--- config.mk ---
export PLATFORM = sky130hd
export DESIGN_NAME = vga_timing_gen
export DESIGN_NICKNAME = d
export VERILOG_FILES = /design/src/rtl/vga_timing_gen.sv
export SDC_FILE = /design/constraint.sdc
export NUM_CORES = 1
export LEC_CHECK = 0
export ABC_AREA = 1
export CAP_MARGIN = 0
export CORE_AREA = 2 2 95 97
export CTS_CLUSTER_SIZE = 24
export DETAILED_ROUTE_END_ITERATION = 8
export DIE_AREA = 0 0 97 99
export SKIP_LAST_GASP = 1
export SLEW_MARGIN = 20
export SYNTH_ARGS = -nofsm -noshare
export SYNTH_HDL_FRONTEND = slang
export SYNTH_SLANG_ARGS = --single-unit
--- constraint.sdc ---
create_clock -name clk -period 1.7 [get_ports clk]
set_input_delay 0.34 -clock clk [delete_from_list [all_inputs] [get_ports clk]]
set_output_delay 0.34 -clock clk [all_outputs]
set_load 0.005 [all_outputs]
--- src/rtl/vga_timing_gen.sv ---
// Raster timing generator: pixel/line counters with registered, mutually aligned
// sync, blanking and start-of-line/frame pulses.
module vga_timing_gen #(
   parameter int H_ACTIVE = 800,
   parameter int H_FP     = 56,
   parameter int H_SYNC   = 120,
   parameter int H_BP     = 64,
   parameter int V_ACTIVE = 600,
   parameter int V_FP     = 37,
   parameter int V_SYNC   = 6,
   parameter int V_BP     = 23,
   parameter bit H_POL    = 1'b1,
   parameter bit V_POL    = 1'b1,
   parameter int CLK_DIV  = 1
) (
   input  logic        clk,
   input  logic        rst_n,
   output logic [11:0] hcounter,
   output logic [10:0] vcounter,
   output logic        hsync,
   output logic        vsync,
   output logic        active,
   output logic        pix_tick,
   output logic        line_start,
   output logic        frame_start
);

   localparam logic [11:0] H_MAX    = 12'(H_ACTIVE + H_FP + H_SYNC + H_BP - 1);
   localparam logic [11:0] H_VIS    = 12'(H_ACTIVE);
   localparam logic [11:0] HS_START = 12'(H_ACTIVE + H_FP);
   localparam logic [11:0] HS_END   = 12'(H_ACTIVE + H_FP + H_SYNC);
   localparam logic [10:0] V_MAX    = 11'(V_ACTIVE + V_FP + V_SYNC + V_BP - 1);
   localparam logic [10:0] V_VIS    = 11'(V_ACTIVE);
   localparam logic [10:0] VS_START = 11'(V_ACTIVE + V_FP);
   localparam logic [10:0] VS_END   = 11'(V_ACTIVE + V_FP + V_SYNC);
   localparam logic [1:0]  DIV_MAX  = 2'(CLK_DIV - 1);

   logic [1:0]  div_cnt;
   logic [1:0]  div_next;
   logic        tick;
   logic [11:0] h_next;
   logic [10:0] v_next;

   // Divider and next-coordinate computation; outputs are derived from the next
   // values so they land in the same cycle as the counters themselves.
   always_comb begin
      tick     = (div_cnt == DIV_MAX);
      div_next = div_cnt + 2'd1;
      h_next   = hcounter;
      v_next   = vcounter;
      if (tick) begin
         div_next = 2'd0;
         if (hcounter == H_MAX) begin
            h_next = 12'd0;
            if (vcounter == V_MAX) begin
               v_next = 11'd0;
            end else begin
               v_next = vcounter + 11'd1;
            end
         end else begin
            h_next = hcounter + 12'd1;
         end
      end else begin
         div_next = div_cnt + 2'd1;
      end
   end

   // Registered timing state; reset lands on (0,0), which is visible.
   always_ff @(posedge clk) begin
      if (!rst_n) begin
         div_cnt     <= 2'd0;
         hcounter    <= 12'd0;
         vcounter    <= 11'd0;
         hsync       <= ~H_POL;
         vsync       <= ~V_POL;
         active      <= 1'b1;
         pix_tick    <= 1'b0;
         line_start  <= 1'b0;
         frame_start <= 1'b0;
      end else begin
         div_cnt     <= div_next;
         hcounter    <= h_next;
         vcounter    <= v_next;
         hsync       <= ((h_next >= HS_START) && (h_next < HS_END)) ? H_POL : ~H_POL;
         vsync       <= ((v_next >= VS_START) && (v_next < VS_END)) ? V_POL : ~V_POL;
         active      <= (h_next < H_VIS) && (v_next < V_VIS);
         pix_tick    <= tick;
         line_start  <= tick && (h_next == 12'd0);
         frame_start <= tick && (h_next == 12'd0) && (v_next == 11'd0);
      end
   end

endmodule

# --- Word level (Yosys, flattened, before mapping) ---
# Index checks and enable logic that the tools add are counted.
op_classes:
  n_eq_ne: 2
  mux: 7
  n_reduce_logical: 9
  addsub: 3
  magnitude_cmp: 6
  bitwise: 1
op_table:
  columns: ["cell", "n"]
  rows:
  - ["$mux W11", 3]
  - ["$lt A12 B10 Y1 const B", 2]
  - ["$mux W12", 2]
  - ["$lt A11 B10 Y1 const B", 2]
  - ["$add A12 B1 Y12 const B", 1]
  - ["$eq A12 B11 Y1 const B", 1]
  - ["$ge A12 B10 Y1 const B", 1]
  - ["$logic_not A12 Y1", 1]
  - ["$add A11 B1 Y11 const B", 1]
  - ["$eq A11 B10 Y1 const B", 1]
  - ["$ge A11 B10 Y1 const B", 1]
  - ["$logic_not A11 Y1", 1]
  - ["$logic_and A1 B1 Y1", 5]
  - ["$add A2 B1 Y2 const B", 1]
  - ["$logic_not A2 Y1", 1]
  - ["$mux W1", 2]
  - ["$reduce_or A2 Y1", 1]
  - ["$not A1 Y1", 1]
totals:
  input_bits: 2
  wordCells: 37
  register_bits: 31

# --- Depth between registers and ports, before layout ---
logic_depth:
  depth_word: 7
  mapped_depth: 15

# --- Worst setup path after synthesis ---
# OpenSTA, ideal clock, no wires.
synth_timing:
  path_type: "register to register"
  from: "reg vcounter[0]"
  to: "reg active"
  path_buffers: 0
  slack_ns: -0.043
  arrival_ns: 1.631
  stages_incl_launch_ff: 12
  cell_sequence: "dfxtp_1 -> ha_1 -> nand2_1 -> nor3_2 -> nand2_1 -> nor2_2 -> xor2_2 -> nand2_1 -> nor2_1 -> nand2_1 -> nand2_1 -> nand2_1"
synth_between:
  elab_chain_cells: 6
  word_cells_on_any_way: 7
synth_lines:
  columns: ["element", "line_no", "rtl"]
  rows:
  - ["start: declaration", "19", "output logic [10:0] vcounter,"]
  - ["start signal: assignment", "83", "vcounter <= v_next;"]
  - ["$add A11 B1 Y11 or $eq A11 B10 Y1 (tied branches)", "58, 55", null]
  - ["$mux W11", "55", "if (vcounter == V_MAX) begin"]
  - ["$mux W11", "53", "if (hcounter == H_MAX) begin"]
  - ["$mux W11 *", "51", "if (tick) begin"]
  - ["$lt A11 B10 Y1 *", "86", "active <= (h_next < H_VIS) && (v_next < V_VIS);"]
  - ["$logic_and A1 B1 Y1 *", "86", null]
  - ["end signal: assignment", "86", null]
  - ["end: declaration", "22", "output logic active,"]
# Every way passes the cells marked *; elsewhere a longest branch is shown, timed or not.
# A chain may end at the register's enable or synchronous reset.

# --- Worst setup path after layout ---
layout_timing:
  from: "reg hcounter[1]"
  to: "reg active"
layout_between:
  elab_chain_cells: 5
  word_cells_on_any_way: 9
layout_lines:
  columns: ["element", "line_no", "rtl"]
  rows:
  - ["start: declaration", "18", "output logic [11:0] hcounter,"]
  - ["start signal: assignment", "82", "hcounter <= h_next;"]
  - ["$add A12 B1 Y12 or $eq A12 B11 Y1 (tied branches)", "61, 53", null]
  - ["$mux W12 or $mux W11 (tied branches)", "53", null]
  - ["$mux W12 or $mux W11 (tied branches)", "51", null]
  - ["$lt A12 B10 Y1 or $lt A11 B10 Y1 (tied branches)", "86", null]
  - ["$logic_and A1 B1 Y1 *", "86", null]
# Marked as above.

==> summary.md <==
| Metric | Value |
|---|---|
| Synthesized Nets | between 300 and 400 |
| Commonest non-fill, non-tap cell in the layout | buf_4 |
| Skew-Pair Late Insertion Delay | roughly 0.3 ns |
| Drt total wl | 6.66 mm |
| Clk_skew | around 0.0088 ns |
| Die Y | 99 um |
| Top-area cell type share of the netlist area | 0.321 |
| Core Util, Final | 0.387 |
| Antenna Cells | 0 |
| Failing checks | negative setup slack |
| Placed instance area | approximately 2900 sq um |
| Iter 0 DRT Violations | roughly 110 |
| CP Data Arrival Time | between 2 and 2.5 ns |
| Final GP Congestion | 0.921 |
| Leakage | 0.00152 uW |
| Mapped Avg Cell Area | 6.27 sq um |
| # DRC | 0 |
| H-tree levels | 2 |
| FF+latch count, synth | 31 |
| Initial DRT Pass Iterations | 5 |
| Power Dens Cells | 498 nW/um^2 |
| CP required | 1.94 ns |
| Slew at the pin closest to its max-slew limit | 0.253 ns |
| Async set-reset flop share out of synthesis | 0 |
| R2r startpoint | hcounter[1]$_SDFF_PN0_ |
| CP endpoint | active$_SDFF_PN1_ |
| Layout area overhead | 71.2% |
| Detailed-route vias per instance | 4.45 |
| CTS max path bufs | 2 |
| Clk sinks | 31 |
| Final Max Slew Viols | 0 |
| Worst setup EP type | flip-flop |
| Initial antenna violation count | 0 |
| Reg2reg path depth | 12 |
| Post-Syn Area | 1930 sq um |
| Die width | 97 um |
| Fin crit share | 1.09 |
| Status | finished with violations |
| Crit path from | hcounter[1]$_SDFF_PN0_ |
| Seq/Total Area, Yosys | 0.321 |
| Core box area | ~8600 sq um |
| RSZ-0062 raised after global routing | true |
| Clock tree root driver cell | clkbuf_8 |
| Setup CP Type | flip-flop to flip-flop |
| Fmax | 540 MHz |
| Total grt overflow | 0 |
| Row Count | 34 |
| Final instance area | ~3300 sq um |
| Synthesized netlist cell count | 308 |
| Io pins | 31 |
| Worst R2R Setup Slack | -0.15 ns |
| Yosys warnings | 0 |
| Routed WL per cell | 12.5 um |
| Vias post-DR | 2374 |
| Initial Utilization | 0.226 |
| Tightest Hold Check Type | flip-flop to flip-flop |
| Layout cells sized above 1 | 0.402 |
| Crit path launch type | flip-flop |
| Max cap viols | 0 |
| Crit-path max FO | 3 |
| Clk slew on worst S/H paths | 0.08 ns |
| Post-layout net count | 430 |
| Pin count of the biggest net entering global routing | 16 |
| Number of global-route vias before repair | 2431 |
| Most used DFF post-synth | dfxtp_1 |
| Setup violators final | 6 |
| Peak supply drop | between 300 and 400 uV |
| Total CTS buffers | 5 |
| Slew HR | 0.831 |
| Total track usage | 0.139 |
| Leading area contributor after synthesis | dfxtp_1 |
| Port bufs | 30 |
| Reg2reg end | active$_SDFF_PN1_ |
| EDFF count, synth | 0 |
| Minimum clock period after layout | 1.85 ns |
| HPWL after detailed placement | 4.95 mm |
| DIE AREA | between 9000 and 10000 sq um |
| Setup tns final | -0.566 ns |
| Main area contributors after synthesis | dfxtp_1 (32%), nand2_1 (17%), nor2_1 (11%) |
| Most frequent cells in the layout | buf_4 (80), nand2_1 (76), nor2_1 (47), inv_1 (30), clkdlybuf4s50_1 (29) |
| Setup ws final | -0.152 ns |
| Final ANT Viol Nets | 0 |
| TritonCTS clock tree | done |
| Yosys cell types | 26 |
| Endpoints failing hold | 0 |
| First-pass GRT wire length | 10.9 mm |
[layer usage]
metal  up-vias  global-route usage  wire, um
li1       1187                   -         -
met1      1080               0.165      2960
met2        94               0.240      3240
met3        13              0.0348       351
met4         0              0.0531       104
met5         -                   0         0
[where the power goes]
group	internal [uW]	switching (uW)
sequential	736	8.57
combinational	64.2	53.0
clock	474	313
[timing repair]
item	in CTS	in global routing
pin swaps	25	20
endpoints found under the setup margin	13	12
buffers inserted	5	2
hold buffers	0	0
gates resized for setup	38	26
[how the worst min path moves through the flow]
stage	start	end	slack, ns	depth (start not counted)
floorplan	div_cnt[0]$_SDFF_PP0_	div_cnt[0]$_SDFF_PP0_	0.40	1
global placement	div_cnt[0]$_SDFF_PP0_	div_cnt[0]$_SDFF_PP0_	0.41	1
detailed placement	div_cnt[0]$_SDFF_PP0_	div_cnt[0]$_SDFF_PP0_	0.41	1
CTS	div_cnt[0]$_SDFF_PP0_	div_cnt[0]$_SDFF_PP0_	0.42	1
global route	div_cnt[0]$_SDFF_PP0_	div_cnt[0]$_SDFF_PP0_	0.43	1
finish	div_cnt[0]$_SDFF_PP0_	div_cnt[0]$_SDFF_PP0_	0.42	1
[worst max-delay path, stage by stage (launching register included)]
cell and delay (ns):
dfxtp_2 0.36, ha_4 0.16, buf_4 0.11, nand4_1 0.22, nor2_4 0.24, nand4_1 0.11, nand3_1 0.10, nand2_1 0.09
inv_2 0.09, nand3_2 0.09, a21oi_2 0.11, nand2_1 0.06, nand2_1 0.05
[through the flow]
step	hold slack (ns)	power (uW)	worst slack, ns	std cells
after global placement	0.409	869	-0.267	519
after global routing	0.431	1700	-0.305	533
after floorplan	0.401	799	0.0128	308
after CTS	0.422	1660	-0.0892	532
final	0.420	1650	-0.152	533
after detailed placement	0.413	869	-0.288	519
[state kept, by name, summed over array words and instances, names as in the netlist]
| name | count |
|---|---|
| active | 1 |
| hsync | 1 |
| vcounter | 11 |
| frame_start | 1 |
| line_start | 1 |
| hcounter | 12 |
| vsync | 1 |
| pix_tick | 1 |
| div_cnt | 2 |
[area by class of cell]
cell class	count	area [sq um]
inverter	41	156
fill	877	5240
tap	108	135
timing repair buffer	114	957
multi-input combinational	231	1310
sequential	31	637
clock buffer	6	82.6
clock inverter	2	35.0
[synthesized netlist by cell type (3+ instances only)]
| cell | n |
|---|---|
| a21oi_1 | 5 |
| dfxtp_1 | 31 |
| ha_1 | 4 |
| inv_1 | 34 |
| inv_2 | 7 |
| nand2_1 | 85 |
| nand2_2 | 3 |
| nand3_1 | 31 |
| nand3_2 | 3 |
| nand4_1 | 11 |
| nor2_1 | 59 |
| nor2_2 | 8 |
| nor2_4 | 4 |
| nor3_2 | 3 |
| o21ai_0 | 4 |
| xor2_1 | 3 |
[logic make-up (layout without fill, tap and decap cells)]
family          Yosys count  count (layout)  share of synthesized area
compound gates           12              12                     0.0330
xor+xnor                  5               5                     0.0304
fa+ha+maj                 4               4                     0.0259
buf+inv                  46             163                     0.0946
flops                    31              31                      0.321
simple gates            210             210                      0.495
(Power assumes the default switching activity.)
